File: src/rtl/ex_hazard_ctrl.sv
// EX-stage hazard controller: in-flight write scoreboard, registered operand
// forwarding selects, load-use stall/bubble, redirect flush and perf counters.
module ex_hazard_ctrl #(
    parameter int CNT_W = 16
) (
    input  logic             clk,
    input  logic             rst_n,
    input  logic             id_valid,
    input  logic [4:0]       id_rs1_addr,
    input  logic [4:0]       id_rs2_addr,
    input  logic             id_uses_rs1,
    input  logic             id_uses_rs2,
    input  logic [4:0]       id_wa,
    input  logic             id_regWrite,
    input  logic             id_is_load,
    input  logic [1:0]       br_res,
    output logic             stall_fe,
    output logic             bubble_ex,
    output logic             flush_if_id,
    output logic             flush_id_ex,
    output logic [1:0]       rs1_sel,
    output logic [1:0]       rs2_sel,
    output logic [CNT_W-1:0] stall_cnt,
    output logic [CNT_W-1:0] flush_cnt
);

    typedef enum logic [1:0] {RUN, STALL, FLUSH} state_t;

    typedef struct packed {
        logic       valid;
        logic [4:0] wa;
        logic       reg_write;
        logic       is_load;
    } sb_entry_t;

    localparam logic [1:0] SEL_RF  = 2'd0;
    localparam logic [1:0] SEL_WB  = 2'd1;
    localparam logic [1:0] SEL_MEM = 2'd2;

    state_t    state;
    sb_entry_t ex_q, mem_q, wb_q;

    logic load_use;
    logic redirect;
    logic stall;

    // x0 is hardwired, so a write to it never produces a dependency.
    function automatic logic hits(input sb_entry_t e, input logic [4:0] r);
        return e.valid && e.reg_write && (e.wa == r) && (r != 5'd0);
    endfunction

    // EX entry result appears on mem_wd next cycle, MEM entry result on wb_wd.
    function automatic logic [1:0] fwd_sel(input sb_entry_t ex_e, input sb_entry_t mem_e,
                                           input logic uses, input logic [4:0] r);
        if (!uses)             return SEL_RF;
        else if (hits(ex_e, r))  return SEL_MEM;
        else if (hits(mem_e, r)) return SEL_WB;
        else                   return SEL_RF;
    endfunction

    // NOTE: every signal assigned in always_comb gets a default first, so no latch can be inferred.
    always_comb begin
        load_use = 1'b0;
        redirect = 1'b0;
        stall    = 1'b0;
        if (id_valid && ex_q.is_load)
            load_use = (id_uses_rs1 && hits(ex_q, id_rs1_addr)) ||
                       (id_uses_rs2 && hits(ex_q, id_rs2_addr));
        redirect = (br_res != 2'b00) && ex_q.valid;
        stall    = load_use && !redirect;
    end

    assign stall_fe    = stall;
    assign bubble_ex   = stall;
    assign flush_id_ex = redirect;
    // The extra FLUSH cycle covers the wrong-path fetch already in flight in IMEM.
    assign flush_if_id = redirect || (state == FLUSH);

    // WB entry is tracked for completeness; the write-first RF needs no forward from it.
    logic unused_wb;
    assign unused_wb = ^wb_q;

    // NOTE: sequential state uses non-blocking assignments so every register samples pre-edge values.
    always_ff @(posedge clk or negedge rst_n) begin
        if (!rst_n) begin
            state     <= RUN;
            ex_q      <= '0;
            mem_q     <= '0;
            wb_q      <= '0;
            rs1_sel   <= SEL_RF;
            rs2_sel   <= SEL_RF;
            stall_cnt <= '0;
            flush_cnt <= '0;
        end else begin
            wb_q  <= mem_q;
            mem_q <= ex_q;

            if (stall || redirect) begin
                ex_q    <= '0;
                rs1_sel <= SEL_RF;
                rs2_sel <= SEL_RF;
            end else begin
                ex_q.valid     <= id_valid;
                ex_q.wa        <= id_wa;
                ex_q.reg_write <= id_regWrite;
                ex_q.is_load   <= id_is_load;
                rs1_sel <= id_valid ? fwd_sel(ex_q, mem_q, id_uses_rs1, id_rs1_addr) : SEL_RF;
                rs2_sel <= id_valid ? fwd_sel(ex_q, mem_q, id_uses_rs2, id_rs2_addr) : SEL_RF;
            end

            if (redirect)   state <= FLUSH;
            else if (stall) state <= STALL;
            else            state <= RUN;

            if (stall && (stall_cnt != {CNT_W{1'b1}}))
                stall_cnt <= stall_cnt + CNT_W'(1);
            if (redirect && (flush_cnt != {CNT_W{1'b1}}))
                flush_cnt <= flush_cnt + CNT_W'(1);
        end
    end

endmodule

File: config.mk
export PLATFORM = sky130hd
export DESIGN_NAME = ex_hazard_ctrl
export DESIGN_NICKNAME = d
export VERILOG_FILES = /design/src/rtl/ex_hazard_ctrl.sv
export SDC_FILE = /design/constraint.sdc
export NUM_CORES = 1
export LEC_CHECK = 0
export CAP_MARGIN = 10
export CORE_ASPECT_RATIO = 1.4
export CORE_UTILIZATION = 40
export CTS_CLUSTER_DIAMETER = 150
export DETAILED_ROUTE_END_ITERATION = 6
export GPL_TIMING_DRIVEN = 0
export PLACE_DENSITY = 0.76
export SKIP_CTS_REPAIR_TIMING = 1
export SLEW_MARGIN = 20
export SYNTH_ARGS = -nofsm -noshare
export SYNTH_HDL_FRONTEND = slang
export SYNTH_SLANG_ARGS = --single-unit
File: constraint.sdc
create_clock -name clk -period 2.5 [get_ports clk]
set_input_delay 0.5 -clock clk [delete_from_list [all_inputs] [get_ports clk]]
set_output_delay 0.5 -clock clk [all_outputs]
set_load 0.005 [all_outputs]
# After elaboration in Yosys (flattened, before gate mapping)
# Cells that the tools add are included.
# totals
word_cells,59
out_inout_bits,40
regBits,53
# op_classes
reduce_logical,24
eq_ne,7
n_mux,14
add_sub_neg,2
# op_table
operator,n
$add 16x1->16 const B,2
$ne 16x16->1 const B,2
$eq 5x5->1,4
$mux 2,9
$logic_and 1x1->1,17
$reduce_bool 5->1,2
$mux 8,1
$mux 1,4
$logic_or 1x1->1,3
$eq 2x2->1 const B,1
$reduce_bool 2->1,1
$logic_not 1->1,1

# Longest topological paths before layout
# logic_depth
ltp_word,9
mapped_depth,6
mapped_depth_nobuf,6

# Worst setup path after synthesis
# Ideal clock, no wire load.
# synth_path
path_kind,input to output
from,input port id_rs1_addr[1]
to,output port stall_fe
arrival_time_ps,1658
setup_slack_ps,342
stages,6
required_ps,2000
cell_sequence,or4_4 > o21ai_1 > nor4bb_1 > o21ai_0 > nor2_1 > buf_4
# synth_via
elab_chain_len,7
# synth_rtl
item,line_no,rtl
"start, declared",9,"input logic [4:0] id_rs1_addr,"
$eq 5x5->1,49,return e.valid && e.reg_write && (e.wa == r) && (r != 5'd0);
$logic_and 1x1->1,49,
$logic_and 1x1->1 (*),49,
$logic_and 1x1->1 (*),67,"load_use = (id_uses_rs1 && hits(ex_q, id_rs1_addr)) ||"
$logic_or 1x1->1 (*),67,
$mux 1 (*),66,if (id_valid && ex_q.is_load)
$logic_and 1x1->1 (*),70,stall = load_use && !redirect;
"end, declared",17,"output logic stall_fe,"
# Every way passes the cells marked *; elsewhere a longest branch is shown, timed or not.

# Final worst setup path
# layout_path
from,input port br_res[0]
to,output port flush_if_id
# layout_via
elab_chain_len,3
# layout_rtl
item,line_no,rtl
"start, declared",16,"input logic [1:0] br_res,"
$reduce_bool 2->1,69,redirect = (br_res != 2'b00) && ex_q.valid;
$logic_and 1x1->1,69,
$logic_or 1x1->1,77,assign flush_if_id = redirect || (state == FLUSH);
"end, declared",19,"output logic flush_if_id,"
# Every way passes these cells.

==> metrics.md <==
| Metric | Value |
|---|---|
| Area Overhead vs Synth | `37.5%` |
| Synth unique cells | `38` |
| CP top delay family | `buffers and inverters` |
| Number of global-route vias before repair | `around 2000` |
| Peak supply drop | `between 0.0004 and 0.0005 V` |
| Slew @ Worst Pin | `roughly 0.66 ns` |
| Post-synth EDFFs | `0` |
| FF+latch count, synth | `53` |
| Crit-path max cell delay | `0.47 ns` |
| Antenna viol nets, final | `0` |
| CP endpoint | `flush_if_id` |
| Num rows | `34` |
| PwrDens | `between 500 and 600 nW/um^2` |
| Sink Count | `53` |
| FFs w/ async S/R, synth | `100%` |
| Placed insts | `365` |
| Cells along the critical path | `clkdlybuf4s50_1 > o21ai_2 > buf_4 > o21ai_0 > clkdlybuf4s50_1` |
| Stages on the worst setup path | `5` |
| Core area | `6210 sq um` |
| Period utilisation layout | `a little under 100%` |
| M3 GR Usage | `under 10%` |
| Leading area contributor after synthesis | `dfrtp_1` |
| WP data required | `2.00 ns` |
| Cells after synthesis | `230` |
| Drt total wl | `about 5900 microns` |
| Critical path class | `in -> out` |
| Synth Warn # | `0` |
| Gr busiest metal | `met2` |
| Most frequent cell after synthesis | `dfrtp_1` |
| Crit-path most repeated cell | `clkdlybuf4s50_1` |
| Status | `complete, no violations` |
| Vias per inst | `~5.5` |
| Final hold violation count | `0` |
| Commonest cells in the netlist | `dfrtp_1, xnor2_1, and3_1, nand4_1, nand3_1` |
| DRT iter0 DRCs | `136` |
| Die W | `70.0 microns` |
| Worst hold margin | `0.217 ns` |
| CTS H-Tree Depth | `2` |
| GRT overflow | `0` |
| CTS tree | `done` |
| Final std cells w/o fill | `approximately 380` |
| Worst hold path class | `in -> async` |
| Largest net degree at the start of global routing | `54` |
| Reg2reg setup slack | `0.47 ns` |
| Worst-Skew Late Latency | `0.31 ns` |
| PnR Total Power | `1.86 mW` |
| Post-layout util | `57.3%` |
| Die Ht | `97.2 microns` |
| Port-buffer cells | `63` |
| TritonRoute pass-1 iters | `4` |
| Crit path from | `br_res[0]` |
| Syn Nets | `256` |
| Root Driver | `clkbuf_8` |
| Pins Over Slew Limit | `0` |
| First-pass GRT wire length | `around 9400 microns` |
| GPL Wtd Cong | `0.830` |
| # setup viols final | `0` |
| Syn_area_per_cell | `roughly 11 sq um` |
| Post-route clock skew | `between 0.006 and 0.007 ns` |
| Gr usage total | `17.3%` |
| Detailed-route via count | `2082` |
| RR Startpoint | `flush_cnt[0]` |
| Layout Nets | `approximately 330` |
| GR Util met2 | `31.4%` |
| Yosys top cell area share | `51.2%` |
| Slew headroom | `56.1%` |
| Die area | `6800 sq um` |
| WL/cell | `15.5 microns` |
| Syn Std Cell Area | `between 2000 and 3000 sq um` |
| Worst path slowest cell | `clkdlybuf4s50_1` |
| Leak pwr | `1.60 nW` |
| M1 GR Usage | `20.2%` |
| Top FF cell, synth | `dfrtp_1` |
| Crit. End Element | `output pin` |
| Total of max-cap violations | `0` |
| Sequential area share after synthesis | `slightly above 50%` |
| Clk buf depth | `2` |
| Fin crit period | `around 2.4 ns` |
| Final routed DRC violation total | `0` |
| Crit path DAT | `1.95 ns` |
| Layout cells sized above 1 | `17.3%` |
| Fmax | `409 MHz` |
| Initial antenna violation count | `0` |
| CP startpoint kind | `input port` |
| HPWL Detailed | `4220 microns` |
| CTS Buf Count | `5` |
| Reg2reg end | `flush_cnt[1]` |
| Synth top area cells | `dfrtp_1, xnor2_1, and3_1` |
| Num ports | `64` |
| Clock Pin Slew Worst Setup and Hold Paths | `0.09 ns` |
| CP max FO | `10` |
| Starting Density | `41.7%` |
| Ant. Diodes | `0` |
| Buf/Inv on CP | `3` |
| Reg2reg path depth | `5` |
==> registers in the layout, indices dropped and copies added (netlist names) <==
register   cells
flush_cnt     16
stall_cnt     16
mem_q          7
rs1_sel        2
ex_q           8
state          2
rs2_sel        2
==> cell usage in the layout (no fill, tap or decap), types with 6 or more instances in the layout <==
master / synthesis / layout
nand4_1: 16 / 16
and3_1: 17 / 17
nand3_1: 13 / 13
dfrtp_1: 53 / 49
xnor2_2: 0 / 7
dlymetal6s2s_1: 0 / 7
nor2_1: 10 / 9
xor2_1: 12 / 12
clkdlybuf4s50_1: 0 / 50
a21oi_1: 6 / 6
xnor2_1: 37 / 30
nand2_1: 11 / 11
buf_4: 1 / 10
==> worst min-delay path by stage <==
stage,from,endpoint,slack (ns),depth (start not counted)
6_report,rst_n,flush_cnt[13],0.22,1
2_1_floorplan,rst_n,ex_q[0],0.20,0
3_3_place_gp,ex_q[3],mem_q[3],0.43,0
3_5_place_dp,ex_q[5],mem_q[5],0.43,0
4_1_cts,rst_n,ex_q[5],0.24,1
5_1_grt,rst_n,flush_cnt[11],0.27,1
==> power by group <==
part	leakage (nW)	total (mW)	switching, mW	internal (mW)
Sequential	0.699	1.00	0.0822	0.923
Clock	0.0374	0.480	0.282	0.198
Combinational	0.864	0.374	0.153	0.220
==> per-stage QoR <==
stage / setup slack (ns) / instance area, sq um / setup TNS, ns
2_1_floorplan: 0.342 / 2590 / 0
3_3_place_gp: -0.931 / 3310 / -34.87
3_5_place_dp: -0.929 / 3310 / -1.95
4_1_cts: -0.942 / 3390 / -1.94
5_1_grt: -0.0388 / 3560 / -0.0765
6_report: 0.0549 / 3560 / 0
==> final cells by class <==
type,instances,area (sq um)
sequential,53,1330
timing repair buffer,70,676
fill,547,2650
multi-input combinational,168,1330
clock buffer,6,72.6
tap,72,90.1
clock inverter,2,15.0
inverter,5,18.8
buffer,3,22.5
==> cell families (layout without fill, tap and decap cells) <==
| family | count (synthesis) | count (layout) | synth area share [%] |
|---|---|---|---|
| muxes | 2 | 2 | 0.870 |
| DFF | 53 | 53 | 51.2 |
| adders and majority gates | 2 | 2 | 0.966 |
| AOI/OAI and AO/OA | 17 | 17 | 5.22 |
| xor gates and xnor gates | 49 | 49 | 16.6 |
| and+or+nand+nor | 98 | 98 | 23.4 |
| buffers and inverters | 9 | 86 | 1.74 |
==> worst register-to-register path, delay by kind of cell (launching register included) <==
family | cells | cell delay [ns]
and+or+nand+nor | 2 | 0.41
DFF | 1 | 0.43
muxes | 1 | 0.39
adders and majority gates | 1 | 0.24
AOI/OAI and AO/OA | 1 | 0.45
==> per-layer routing <==
layer	part of all wire (%)	wire, microns
met5	0	0
met4	1.8	104
met3	3.9	229
met2	54	3150
met1	40	2370
No activity file was read; power rests on OpenSTA's default activity.
